==> src/rtl/i2c_cmd_sequencer.sv <==
// i2c_cmd_sequencer: buffers host I2C commands in a FIFO and issues them
// one at a time to i2c_master, returning one response per command.
//   clk, rst_n          : clock, async active-low reset
//   cmd_*               : host command push (valid/ready)
//   rsp_*               : per-command response (valid/ready)
//   m_*                 : i2c_master start/addr/data/rw and status
//   fifo_count, idle    : queue occupancy and quiescent flag
module i2c_cmd_sequencer #(
  parameter int DEPTH        = 4,
  parameter int BUSY_TIMEOUT = 255
) (
  input  logic                     clk,
  input  logic                     rst_n,
  input  logic                     cmd_valid,
  output logic                     cmd_ready,
  input  logic                     cmd_rw,
  input  logic [6:0]               cmd_addr,
  input  logic [7:0]               cmd_data,
  output logic                     rsp_valid,
  input  logic                     rsp_ready,
  output logic                     rsp_rw,
  output logic [7:0]               rsp_data,
  output logic                     rsp_ack_error,
  output logic                     rsp_timeout,
  output logic                     m_start,
  output logic [6:0]               m_addr,
  output logic [7:0]               m_data_in,
  output logic                     m_rw,
  input  logic [7:0]               m_data_out,
  input  logic                     m_ack_error,
  input  logic                     m_busy,
  output logic [$clog2(DEPTH):0]   fifo_count,
  output logic                     idle
);

  localparam int AW = $clog2(DEPTH);
  localparam logic [AW:0] FULL = (AW+1)'(DEPTH);
  localparam logic [7:0]  TMO  = 8'(BUSY_TIMEOUT);

  typedef struct packed {
    logic       rw;
    logic [6:0] addr;
    logic [7:0] data;
  } cmd_t;

  typedef enum logic [2:0] {
    IDLE,
    LAUNCH,
    WAIT_BUSY,
    WAIT_DONE,
    RESPOND
  } state_t;

  cmd_t        mem [DEPTH];
  cmd_t        head;
  logic [AW-1:0] wptr;
  logic [AW-1:0] rptr;
  logic [AW:0] count;
  logic        push;
  logic        pop;
  state_t      state;
  logic [7:0]  tmo_cnt;
  logic [7:0]  tmo_inc;

  assign cmd_ready  = count < FULL;
  assign push       = cmd_valid && cmd_ready;
  assign pop        = (state == IDLE) && (count != '0) && !m_busy;
  assign head       = mem[rptr];
  assign fifo_count = count;
  assign idle       = (state == IDLE) && (count == '0);
  assign tmo_inc    = (tmo_cnt == 8'hFF) ? tmo_cnt : tmo_cnt + 8'd1;

  always_ff @(posedge clk) begin
    if (push) mem[wptr] <= {cmd_rw, cmd_addr, cmd_data};
  end

  always_ff @(posedge clk or negedge rst_n) begin
    if (!rst_n) begin
      wptr  <= '0;
      rptr  <= '0;
      count <= '0;
    end else begin
      if (push) wptr <= wptr + AW'(1);
      if (pop)  rptr <= rptr + AW'(1);
      if (push && !pop)
        count <= count + (AW+1)'(1);
      else if (pop && !push)
        count <= count - (AW+1)'(1);
    end
  end

  always_ff @(posedge clk or negedge rst_n) begin
    if (!rst_n) begin
      state         <= IDLE;
      tmo_cnt       <= '0;
      m_start       <= 1'b0;
      m_addr        <= '0;
      m_data_in     <= '0;
      m_rw          <= 1'b0;
      rsp_valid     <= 1'b0;
      rsp_rw        <= 1'b0;
      rsp_data      <= '0;
      rsp_ack_error <= 1'b0;
      rsp_timeout   <= 1'b0;
    end else begin
      m_start <= 1'b0;
      unique case (state)
        IDLE: begin
          if (pop) begin
            m_addr    <= head.addr;
            m_data_in <= head.data;
            m_rw      <= head.rw;
            m_start   <= 1'b1;
            state     <= LAUNCH;
          end
        end
        LAUNCH: begin
          tmo_cnt <= '0;
          state   <= WAIT_BUSY;
        end
        WAIT_BUSY: begin
          if (m_busy) begin
            state <= WAIT_DONE;
          end else begin
            tmo_cnt <= tmo_inc;
            if (tmo_inc == TMO) begin
              rsp_rw        <= m_rw;
              rsp_data      <= '0;
              rsp_ack_error <= 1'b0;
              rsp_timeout   <= 1'b1;
              rsp_valid     <= 1'b1;
              state         <= RESPOND;
            end
          end
        end
        WAIT_DONE: begin
          if (!m_busy) begin
            rsp_rw        <= m_rw;
            rsp_data      <= m_data_out;
            rsp_ack_error <= m_ack_error;
            rsp_timeout   <= 1'b0;
            rsp_valid     <= 1'b1;
            state         <= RESPOND;
          end
        end
        RESPOND: begin
          if (rsp_ready) begin
            rsp_valid <= 1'b0;
            state     <= IDLE;
          end
        end
        default: state <= IDLE;
      endcase
    end
  end

endmodule

==> config.mk <==
export PLATFORM = sky130hd
export DESIGN_NAME = i2c_cmd_sequencer
export DESIGN_NICKNAME = d
export VERILOG_FILES = /design/src/rtl/i2c_cmd_sequencer.sv
export SDC_FILE = /design/constraint.sdc
export NUM_CORES = 1
export LEC_CHECK = 0
export ABC_AREA = 1
export CORE_MARGIN = 1.5
export CORE_UTILIZATION = 40
export CTS_CLUSTER_DIAMETER = 200
export DETAILED_ROUTE_END_ITERATION = 6
export GPL_TIMING_DRIVEN = 0
export PLACE_DENSITY = 0.64
export SLEW_MARGIN = 20
export SYNTH_ARGS = -nofsm -noshare
export SYNTH_HDL_FRONTEND = slang
export SYNTH_SLANG_ARGS = --single-unit
==> constraint.sdc <==
create_clock -name clk -period 2.7 [get_ports clk]
set_input_delay 0.405 -clock clk [delete_from_list [all_inputs] [get_ports clk]]
set_output_delay 0.405 -clock clk [all_outputs]
set_load 0.01 [all_outputs]
==> results of run 1 <==
-- power by group through the flow --
| stage | sequential [mW] | combinational, mW | clock (mW) |
|---|---|---|---|
| after floorplan | 2.55 | 1.32 | 0 |
| after global placement | 2.49 | 2.34 | 0 |
| after detailed placement | 2.49 | 2.44 | 0 |
| after CTS | 2.47 | 2.45 | 1.29 |
| after global routing | 2.51 | 2.71 | 1.35 |
| final | 2.46 | 2.41 | 1.25 |
-- final cells by class --
class	count	area [um^2]	area share
multi-input cells	297	1416	0.2403
clock inverters	6	50.05	0.008493
clock buffers	10	229.0	0.03885
well taps	143	178.9	0.03036
flip-flops and latches	111	3098	0.5257
inverters	37	138.9	0.02357
repair buffers	67	688.2	0.1168
plain buffers	19	93.84	0.01592
-- metrics by stage --
stage	cell area, um^2	total power, mW
2_1_floorplan	4737	3.869
3_3_place_gp	5547	4.828
3_5_place_dp	5614	4.935
4_1_cts	5893	6.203
5_1_grt	5893	6.577
6_report	5893	6.127
-- synth_stat cells --
library cell,instances,area share
nor2_2,3,0.0040
dfrtp_1,47,0.25
inv_2,2,0.0016
clkbuf_1,10,0.0079
buf_2,6,0.0063
buf_4,2,0.0032
nor2_4,2,0.0048
mux2_2,1,0.0024
o21ai_0,41,0.043
xnor2_1,2,0.0037
nor4_1,1,0.0013
nand2_2,4,0.0053
xor2_1,3,0.0055
nand4_1,2,0.0026
a31oi_1,16,0.021
a21oi_1,3,0.0032
nand3_1,27,0.029
nand2_1,73,0.058
ha_1,6,0.016
buf_6,1,0.0024
fa_1,1,0.0042
nor3_1,2,0.0021
nand3b_1,1,0.0016
inv_1,35,0.028
nor2_1,107,0.085
edfxtp_1,64,0.41
nand2_4,2,0.0048
-- how the worst min path moves through the flow --
stage	cells past startpoint	to	start
after global routing	1	tmo_cnt[4]	rst_n
after global placement	2	rsp_data[6]	rsp_data[6]
after detailed placement	2	rsp_data[2]	rsp_data[2]
final	1	tmo_cnt[4]	rst_n
after floorplan	0	fifo_count[0]	rst_n
after CTS	1	tmo_cnt[4]	rst_n
-- kinds of logic after synthesis --
logic type               Yosys count  share of synthesized area
adder cells (fa/ha/maj)            7                    0.02007
flip-flops                       111                     0.6540
AND/OR/NAND/NOR                  224                     0.1976
multiplexers                       1                   0.002377
XOR/XNOR                           5                   0.009246
buffers and inverters             56                    0.04913
AO/OA/AOI/OAI                     60                    0.06762
-- layer usage --
layer	share of wire	GRT usage	vias up
li1	-	-	1689
met1	0.43	0.2132	1575
met2	0.51	0.3028	75
met3	0.048	0.03919	2
met4	0.0030	0.04051	0
met5	0	0	-
-- sequential cells by signal, summed over array words and instances, names as in the netlist --
| signal | cells |
|---|---|
| mem | 64 |
| m_data_in | 8 |
| rsp_data | 8 |
| tmo_cnt | 8 |
| m_addr | 7 |
| fifo_count | 3 |
| state | 3 |
| rptr | 2 |
| wptr | 2 |
| m_rw | 1 |
| m_start | 1 |
| rsp_ack_error | 1 |
| rsp_rw | 1 |
| rsp_timeout | 1 |
| rsp_valid | 1 |
==> out/qor.csv, run 1 <==
stage,metric,value,unit
placed_design,Detailed Place HPWL,6816,um
floorplan,I/O pins,64,
sta,WHS,82.26,ps
worst_setup_path,CP bufs+invs,1,
routing,routed wire length,10220,um
floorplan,initial core utilization,0.4131,
routing,initial drt markers,277,
power_and_ir_drop,Reg power frac,0.401,
routing,drt pass-1 iters,4,
global_routing,initial antenna violation count,0,
cells_and_area,Area Overhead vs Synth,24.41,%
cells_and_area,most frequent cells in the layout,"nor2_1, nand2_1, edfxtp_1",
global_routing,pin count of the biggest net entering global routing,48,
global_routing,first-pass GRT wire length,16930,um
worst_setup_path,CP Class,register to output pin,
sta,final setup violation count,0,
placed_design,Port Buf Inserts,63,
sta,Max Slew Vio Count,0,
yosys,Syn Std Cell Area,0.004737,mm^2
worst_setup_path,max incr delay on CP,610,ps
placed_design,Post-Place Cells,674,
floorplan,total core area,0.01147,mm^2
sta,transition time of the tightest slew-check pin,625.8,ps
power_and_ir_drop,Psw,2.233,mW
floorplan,Die Span X,111.8,um
sta,Final Hold Viols,0,
sta,worst-case clock skew,10.33,ps
cells_and_area,nets,579,
routing,vias per cell,4.842,
power_and_ir_drop,Max VDD drop,460.6,uV
clock_network,CTS resizes,0,
yosys,Mapped Avg Cell Area,10.21,um^2
power_and_ir_drop,Pint,3.895,mW
worst_setup_path,Worst EP arrival,1890,ps
worst_setup_path,Crit. Startpoint,fifo_count[0],
clock_network,"Clk Latency, worst-skew pair",340,ps
clock_network,total CTS buffers,9,
sta,Highest Clock Rate,435.7,MHz
power_and_ir_drop,Clk pwr share,0.204,
yosys,Synth warnings,0,
worst_setup_path,critical path depth in cells,4,
power_and_ir_drop,Combinational Power Share,0.394,
clock_network,Max H-tree Level,3,
floorplan,Die ar.,0.01250,mm^2
power_and_ir_drop,power density over cell area,1040,mW/mm^2
global_routing,total grt overflow,0,
sta,RSZ-0062 raised after global routing,no,
worst_setup_path,crit path launch type,register,
clock_network,CTS tree,yes,
global_routing,gr usage total,0.1711,
routing,detailed-route via count,3341,
worst_setup_path,CP max-delay cell,clkdlybuf4s50_1,
worst_setup_path,crit-path cells,"nor2_1, nand2_1, nor4_1, clkdlybuf4s50_1",
worst_setup_path,Worst R2R Setup Slack,520,ps
routing,DR DRC count,0,
cells_and_area,Layout fillers,1030,
yosys,synthesized instance count,464,
worst_setup_path,FF-to-FF path depth,7,
cells_and_area,Util after Layout,0.5139,
worst_setup_path,Crit path max-delay family,buffers and inverters,
clock_network,clock slew at reported path FFs,70,ps
worst_setup_path,Worst EP required,2300,ps
cells_and_area,final std cells w/o fill,690,
outcome,outcome,finished clean,
routing,post-detailed-route count of antenna-violating nets,0,
sta,crit share post-route,0.8500,
sta,Tmin final,2295,ps
cells_and_area,Antenna diodes,0,
worst_setup_path,Reg-to-Reg Start,state[1],
sta,Slew Limit Headroom,0.5828,
placed_design,Placement Setup Slack,279.8,ps
global_routing,vias in the first global route,3465,
sta,post-route setup slack,405.1,ps
yosys,syn nets,501,
yosys,Synth Register Bits,111,
sta,setup tns final,0,ps
hold_path,worst min path class,primary input to async pin,
clock_network,"Setup Fix Bufs, Post-CTS",0,
clock_network,TritonCTS Sinks,111,
worst_setup_path,reg2reg end,fifo_count[1],
worst_setup_path,"Max FO, Critical Path",4,
worst_setup_path,Worst Setup EP,idle,
power_and_ir_drop,P_leak,2.405,nW
floorplan,Die Y,111.8,um
yosys,Cell variety after synth,27,
clock_network,clock buffer depth,2,
placed_design,RePlAce Congestion,0.7821,
cells_and_area,share of cells above drive strength 1,0.08592,
floorplan,row count,39,
clock_network,CTS Hold Buffers Added,0,
yosys,register area share after synthesis,0.6540,
job,Max Cap Violations,0,
routing,routed len/inst,14.81,um
power_and_ir_drop,Net Sw Frac,0.3644,
worst_setup_path,Crit. End Element,output pin,
clock_network,CTS Root Cell,clkbuf_16,
cells_and_area,"commonest non-fill, non-tap cell in the layout",nor2_1,
No activity file was read; power rests on OpenSTA's default activity.
==> run 2: changes to the inputs <==
--- a/config.mk
+++ b/config.mk
@@ -11,7 +11,7 @@
 export CTS_CLUSTER_DIAMETER = 200
 export DETAILED_ROUTE_END_ITERATION = 6
 export GPL_TIMING_DRIVEN = 0
-export PLACE_DENSITY = 0.64
+export PLACE_DENSITY = 0.67
 export SLEW_MARGIN = 20
 export SYNTH_ARGS = -nofsm -noshare
 export SYNTH_HDL_FRONTEND = slang
==> constraint.sdc (replaced) <==
create_clock -name clk -period 2.05 [get_ports clk]
set_input_delay 0.3075 -clock clk [delete_from_list [all_inputs] [get_ports clk]]
set_output_delay 0.3075 -clock clk [all_outputs]
set_load 0.01 [all_outputs]
==> run 2 against run 1 <==
Compared with the run above: the run now ends with hold timing left; clock skew is 1.6 ps lower; non-clock buffer count unchanged; sequential power rose by 32%; first-iteration DRC count down 30%; sequential share of layout area shrank 0.53 points; sequential cell count is the same; register-to-register slack lost 440 ps; die area did not move; routed wire length grew 4.0%; via count is 4.9% higher; largest cell class unchanged; largest power group is now combinational cells.
==> out/qor.csv, run 2 (synthesized netlist as in run 1, its figures left out) <==
stage,metric,value,unit,change
clock_network,CTS Root Cell,clkbuf_16,,
power_and_ir_drop,Final Power,8.273,mW,+35%
worst_setup_path,FF-to-FF path depth,6,,-1
worst_setup_path,CP bufs+invs,1,,unchanged
cells_and_area,"commonest non-fill, non-tap cell in the layout",nor2_1,,
routing,detailed-route via count,3504,,+4.9%
global_routing,total grt overflow,0,,unchanged
sta,crit share post-route,0.9609,,
floorplan,initial core utilization,0.4131,,unchanged
sta,final setup violation count,0,,unchanged
sta,Tmin final,1970,ps,
worst_setup_path,reg2reg end,fifo_count[1],,
global_routing,pin count of the biggest net entering global routing,48,,unchanged
clock_network,TritonCTS Sinks,111,,unchanged
placed_design,Post-Place Cells,674,,unchanged
worst_setup_path,"Max FO, Critical Path",6,,+2
clock_network,CTS tree,yes,,
floorplan,Die ar.,0.01250,mm^2,unchanged
floorplan,total core area,0.01147,mm^2,unchanged
sta,worst-case clock skew,8.708,ps,-1.623 ps
sta,post-route setup slack,80.06,ps,-325.0 ps
cells_and_area,Util after Layout,0.5191,,+0.005237
cells_and_area,Antenna diodes,0,,unchanged
clock_network,"Clk Latency, worst-skew pair",340,ps,about the same
sta,setup tns final,0,ps,unchanged
global_routing,gr usage total,0.1759,,+0.004781
floorplan,Die Y,111.8,um,unchanged
placed_design,Placement Setup Slack,-283.8,ps,-563.6 ps
sta,Slew Limit Headroom,0.5579,,-0.02492
routing,post-detailed-route count of antenna-violating nets,0,,unchanged
routing,routed wire length,10630,um,+4.0%
power_and_ir_drop,power density over cell area,1390,mW/mm^2,+34%
clock_network,clock buffer depth,2,,unchanged
floorplan,Die Span X,111.8,um,unchanged
sta,WHS,-7.722,ps,-89.98 ps
clock_network,CTS Hold Buffers Added,0,,unchanged
outcome,outcome,"complete, but fails checks",,
sta,Final Hold Viols,21,,+21
sta,RSZ-0062 raised after global routing,yes,,
global_routing,initial antenna violation count,0,,unchanged
power_and_ir_drop,P_leak,2.426,nW,+0.85%
routing,vias per cell,5.078,,+4.9%
cells_and_area,number of flip-flops in the largest register,64,,unchanged
cells_and_area,"Most flops, register",mem,,
clock_network,clock slew at reported path FFs,80,ps,about the same
hold_path,worst min path class,primary input to async pin,,
clock_network,total CTS buffers,9,,unchanged
floorplan,row count,39,,unchanged
worst_setup_path,max incr delay on CP,460,ps,-150 ps
clock_network,"Setup Fix Bufs, Post-CTS",0,,unchanged
cells_and_area,share of cells above drive strength 1,0.09689,,+0.01097
worst_setup_path,Worst EP required,2280,ps,-20 ps
sta,Highest Clock Rate,507.6,MHz,
worst_setup_path,Worst R2R Setup Slack,80,ps,-440 ps
worst_setup_path,crit-path cells,"nor3_4, nand3_4, ha_1, inv_1, fa_1, mux2_2",,
outcome,failing checks,hold timing,,
clock_network,Max H-tree Level,3,,unchanged
routing,routed len/inst,15.40,um,+4.0%
placed_design,RePlAce Congestion,0.8138,,+4.1%
floorplan,I/O pins,64,,unchanged
routing,drt pass-1 iters,5,,+1
placed_design,Post-DP Area,0.005607,mm^2,-0.13%
global_routing,first-pass GRT wire length,17460,um,+3.1%
worst_setup_path,Crit. End Element,register,,
job,Max Cap Violations,0,,unchanged
sta,transition time of the tightest slew-check pin,663.2,ps,+37.38 ps
worst_setup_path,Worst EP arrival,2200,ps,+310 ps
sta,Max Slew Vio Count,0,,unchanged
worst_setup_path,Reg-to-Reg Start,state[0],,
power_and_ir_drop,Max VDD drop,593.1,uV,+29%
cells_and_area,area of all placed cells without fillers,0.005953,mm^2,+1.0%
placed_design,Detailed Place HPWL,7104,um,+4.2%
worst_setup_path,CP Class,register to register,,
global_routing,vias in the first global route,3548,,+2.4%
placed_design,Port Buf Inserts,63,,unchanged
cells_and_area,final std cells w/o fill,690,,unchanged
routing,DR DRC count,0,,unchanged
worst_setup_path,CP max-delay cell,dfrtp_1,,
worst_setup_path,crit path launch type,register,,
worst_setup_path,Crit path max-delay family,adder cells,,
routing,initial drt markers,194,,-30%
cells_and_area,nets,579,,unchanged
cells_and_area,most frequent cells in the layout,"nor2_1, nand2_1, edfxtp_1",,
cells_and_area,Area Overhead vs Synth,25.67,%,
-- run 2: repair_timing --
| item | CTS | global route |
|---|---|---|
| endpoints found under the setup margin | 2 | 14 |
| gates cloned | 0 | 0 |
| pin swaps | 0 | 1 |
| gates resized for setup | 3 | 6 |
-- run 2: worst max path at each step --
stage	slack (ps)	cells past startpoint	to	startpoint
global route	-30	7	fifo_count[1]	state[1]
detailed placement	-280	9	fifo_count[2]	m_busy
finish	80	6	fifo_count[1]	state[0]
floorplan	90	7	fifo_count[1]	state[1]
global placement	-840	1	m_addr[3]	rst_n
CTS	60	7	fifo_count[1]	state[1]
-- run 2: metal layers --
layer	global-route usage	share of wire	wire (um)	vias up
met5	0	0	0	-
met4	0.05401	0.014	145	0
met3	0.02831	0.047	496	13
met2	0.3179	0.51	5437	96
met1	0.2160	0.43	4546	1700
li1	-	-	-	1695
-- run 2: layout make-up --
type / instances / area (um^2)
buffer: 19 / 93.84
clock buffer: 9 / 225.2
clock inverter: 7 / 81.33
fill: 1003 / 5514
inverter: 37 / 138.9
multi-input combinational: 297 / 1458
sequential: 111 / 3098
tap: 143 / 178.9
timing repair buffer: 67 / 679.4
-- run 2: power by group --
group / total, mW / internal [mW] / switching [mW]
registers: 3.25 / 2.94 / 0.316
logic: 3.27 / 1.36 / 1.91
clock network: 1.75 / 0.879 / 0.869
total: 8.27 / 5.18 / 3.09
-- run 2: worst register-to-register path: stages (launching register included) --
cell and delay (ps):
dfrtp_1 460, nor3_4 280, nand3_4 140, ha_1 200, inv_1 100, fa_1 410, mux2_2 260
==> run 3: changes to the inputs <==
--- a/config.mk
+++ b/config.mk
@@ -12,6 +12,7 @@
 export DETAILED_ROUTE_END_ITERATION = 6
 export GPL_TIMING_DRIVEN = 0
 export PLACE_DENSITY = 0.67
+export SKIP_CTS_REPAIR_TIMING = 1
 export SLEW_MARGIN = 20
 export SYNTH_ARGS = -nofsm -noshare
 export SYNTH_HDL_FRONTEND = slang
==> run 3 against run 2 <==
Compared with the run above: the flow still finishes with violations (hold timing); via count is 0.83% lower; cell count stayed put; fmax barely moved; design area hardly changed; sequential share of layout area about the same; clock skew about the same; setup slack gained 0.58 ps; global-route usage about the same; non-clock buffer count unchanged; sequential power about the same; largest cell class unchanged.
==> out/qor.csv, run 3 (synthesized netlist as in run 1, its figures left out) <==
stage,metric,value,unit,change
routing,vias per cell,5.036,,-0.83%
floorplan,row count,39,,unchanged
sta,Max Slew Vio Count,0,,unchanged
cells_and_area,nets,579,,unchanged
routing,routed wire length,10580,um,-0.42%
routing,DR DRC count,0,,unchanged
global_routing,initial antenna violation count,0,,unchanged
power_and_ir_drop,Max VDD drop,594.5,uV,+0.23%
sta,Tmin final,1969,ps,-0.5782 ps
floorplan,I/O pins,64,,unchanged
hold_path,worst min path class,primary input to async pin,,
worst_setup_path,crit path launch type,register,,
worst_setup_path,CP bufs+invs,1,,unchanged
clock_network,TritonCTS Sinks,111,,unchanged
routing,initial drt markers,208,,+7.2%
cells_and_area,most frequent cells in the layout,"nor2_1, nand2_1, edfxtp_1",,
outcome,failing checks,hold timing,,
sta,Final Hold Viols,25,,+19%
placed_design,RePlAce Congestion,0.8138,,unchanged
cells_and_area,Antenna diodes,0,,unchanged
worst_setup_path,Crit path max-delay family,adder cells,,
sta,worst-case clock skew,8.625,ps,-0.08352 ps
sta,transition time of the tightest slew-check pin,654.6,ps,-8.533 ps
cells_and_area,area of all placed cells without fillers,0.005958,mm^2,about the same
floorplan,initial core utilization,0.4131,,unchanged
clock_network,CTS tree,yes,,
sta,Highest Clock Rate,507.8,MHz,about the same
floorplan,Die Y,111.8,um,unchanged
sta,Slew Limit Headroom,0.5636,,+0.005688
clock_network,CTS Root Cell,clkbuf_16,,
placed_design,Port Buf Inserts,63,,unchanged
floorplan,Die Span X,111.8,um,unchanged
worst_setup_path,Worst EP arrival,2200,ps,about the same
worst_setup_path,Worst EP required,2280,ps,about the same
clock_network,clock slew at reported path FFs,80,ps,about the same
power_and_ir_drop,power density over cell area,1389,mW/mm^2,about the same
worst_setup_path,crit-path cells,"nor3_4, nand3_4, ha_1, inv_1, fa_1, mux2_2",,
worst_setup_path,Crit. End Element,register,,
cells_and_area,"commonest non-fill, non-tap cell in the layout",nor2_1,,
sta,final setup violation count,0,,unchanged
sta,crit share post-route,0.9607,,about the same
placed_design,Post-Place Cells,674,,unchanged
worst_setup_path,reg2reg end,fifo_count[1],,
global_routing,gr usage total,0.1754,,-0.0004700
worst_setup_path,max incr delay on CP,470,ps,about the same
global_routing,vias in the first global route,3552,,+0.11%
cells_and_area,"Most flops, register",mem,,
routing,routed len/inst,15.33,um,-0.42%
routing,detailed-route via count,3475,,-0.83%
placed_design,Detailed Place HPWL,7104,um,unchanged
floorplan,Die ar.,0.01250,mm^2,unchanged
routing,post-detailed-route count of antenna-violating nets,0,,unchanged
worst_setup_path,Crit. Startpoint,state[0],,
cells_and_area,number of flip-flops in the largest register,64,,unchanged
worst_setup_path,Worst R2R Setup Slack,80,ps,about the same
sta,WHS,-11.07,ps,-3.345 ps
clock_network,total CTS buffers,9,,unchanged
floorplan,total core area,0.01147,mm^2,unchanged
worst_setup_path,"Max FO, Critical Path",6,,unchanged
global_routing,total grt overflow,0,,unchanged
global_routing,pin count of the biggest net entering global routing,48,,unchanged
worst_setup_path,CP max-delay cell,dfrtp_1,,
cells_and_area,Area Overhead vs Synth,25.78,%,about the same
cells_and_area,Util after Layout,0.5196,,about the same
clock_network,Max H-tree Level,3,,unchanged
job,Max Cap Violations,0,,unchanged
outcome,outcome,"complete, but fails checks",,
worst_setup_path,Worst Setup EP,fifo_count[1],,
clock_network,"Clk Latency, worst-skew pair",340,ps,about the same
clock_network,clock buffer depth,2,,unchanged
worst_setup_path,CP Class,register to register,,
cells_and_area,final std cells w/o fill,690,,unchanged
global_routing,first-pass GRT wire length,17390,um,-0.40%
worst_setup_path,critical path depth in cells,6,,unchanged
worst_setup_path,Reg-to-Reg Start,state[0],,
power_and_ir_drop,P_leak,2.438,nW,+0.49%
routing,drt pass-1 iters,6,,+1
cells_and_area,share of cells above drive strength 1,0.09872,,+0.001828
worst_setup_path,FF-to-FF path depth,6,,unchanged
placed_design,Post-DP Area,0.005607,mm^2,unchanged
## run 3: worst min-delay path by stage
stage,startpoint,to,cells after the start
finish,rst_n,tmo_cnt[4],1
global route,rst_n,tmo_cnt[4],1
CTS,rst_n,tmo_cnt[5],1
detailed placement,rst_n,tmo_cnt[5],1
global placement,rsp_data[4],rsp_data[4],2
floorplan,rst_n,fifo_count[0],0
## run 3: power by group
part | total [mW] | internal, mW | switching [mW]
combinational | 3.27 | 1.36 | 1.90
clock | 1.75 | 0.879 | 0.875
sequential | 3.26 | 2.94 | 0.316
## run 3: final cells by class
type / instances / area [um^2]
fill: 1004 / 5509
buffer: 19 / 93.84
multi-input combinational: 297 / 1458
tap: 143 / 178.9
timing repair buffer: 67 / 683.2
clock buffer: 9 / 225.2
inverter: 37 / 138.9
clock inverter: 7 / 81.33
sequential: 111 / 3099
## run 3: worst reg2reg max path: stages (launching register included)
cell	delay [ps]
dfrtp_1	470
nor3_4	270
nand3_4	140
ha_1	210
inv_1	90
fa_1	410
mux2_2	260
## run 3: per-layer routing
metal / share of wire / track usage / vias to the layer above / routed length, um
met2: 0.51 / 0.3142 / 99 / 5422
met5: 0 / 0 / - / 0
met3: 0.045 / 0.02831 / 11 / 474
met1: 0.43 / 0.2157 / 1670 / 4539
li1: - / - / 1695 / -
met4: 0.014 / 0.05907 / 0 / 144
## run 3: through the flow
| stage | total power [mW] | TNS (ps) | setup slack (ps) | hold slack (ps) |
|---|---|---|---|---|
| 2_1_floorplan | 5.096 | 0 | 87.07 | 11.91 |
| 3_3_place_gp | 6.361 | -72810 | -835.3 | 457.4 |
| 3_5_place_dp | 6.501 | -755.1 | -283.8 | 378.6 |
| 4_1_cts | 8.263 | -259.4 | -135.9 | 6.218 |
| 5_1_grt | 8.804 | -16.39 | -10.42 | 43.99 |
| 6_report | 8.276 | 0 | 80.64 | -11.07 |
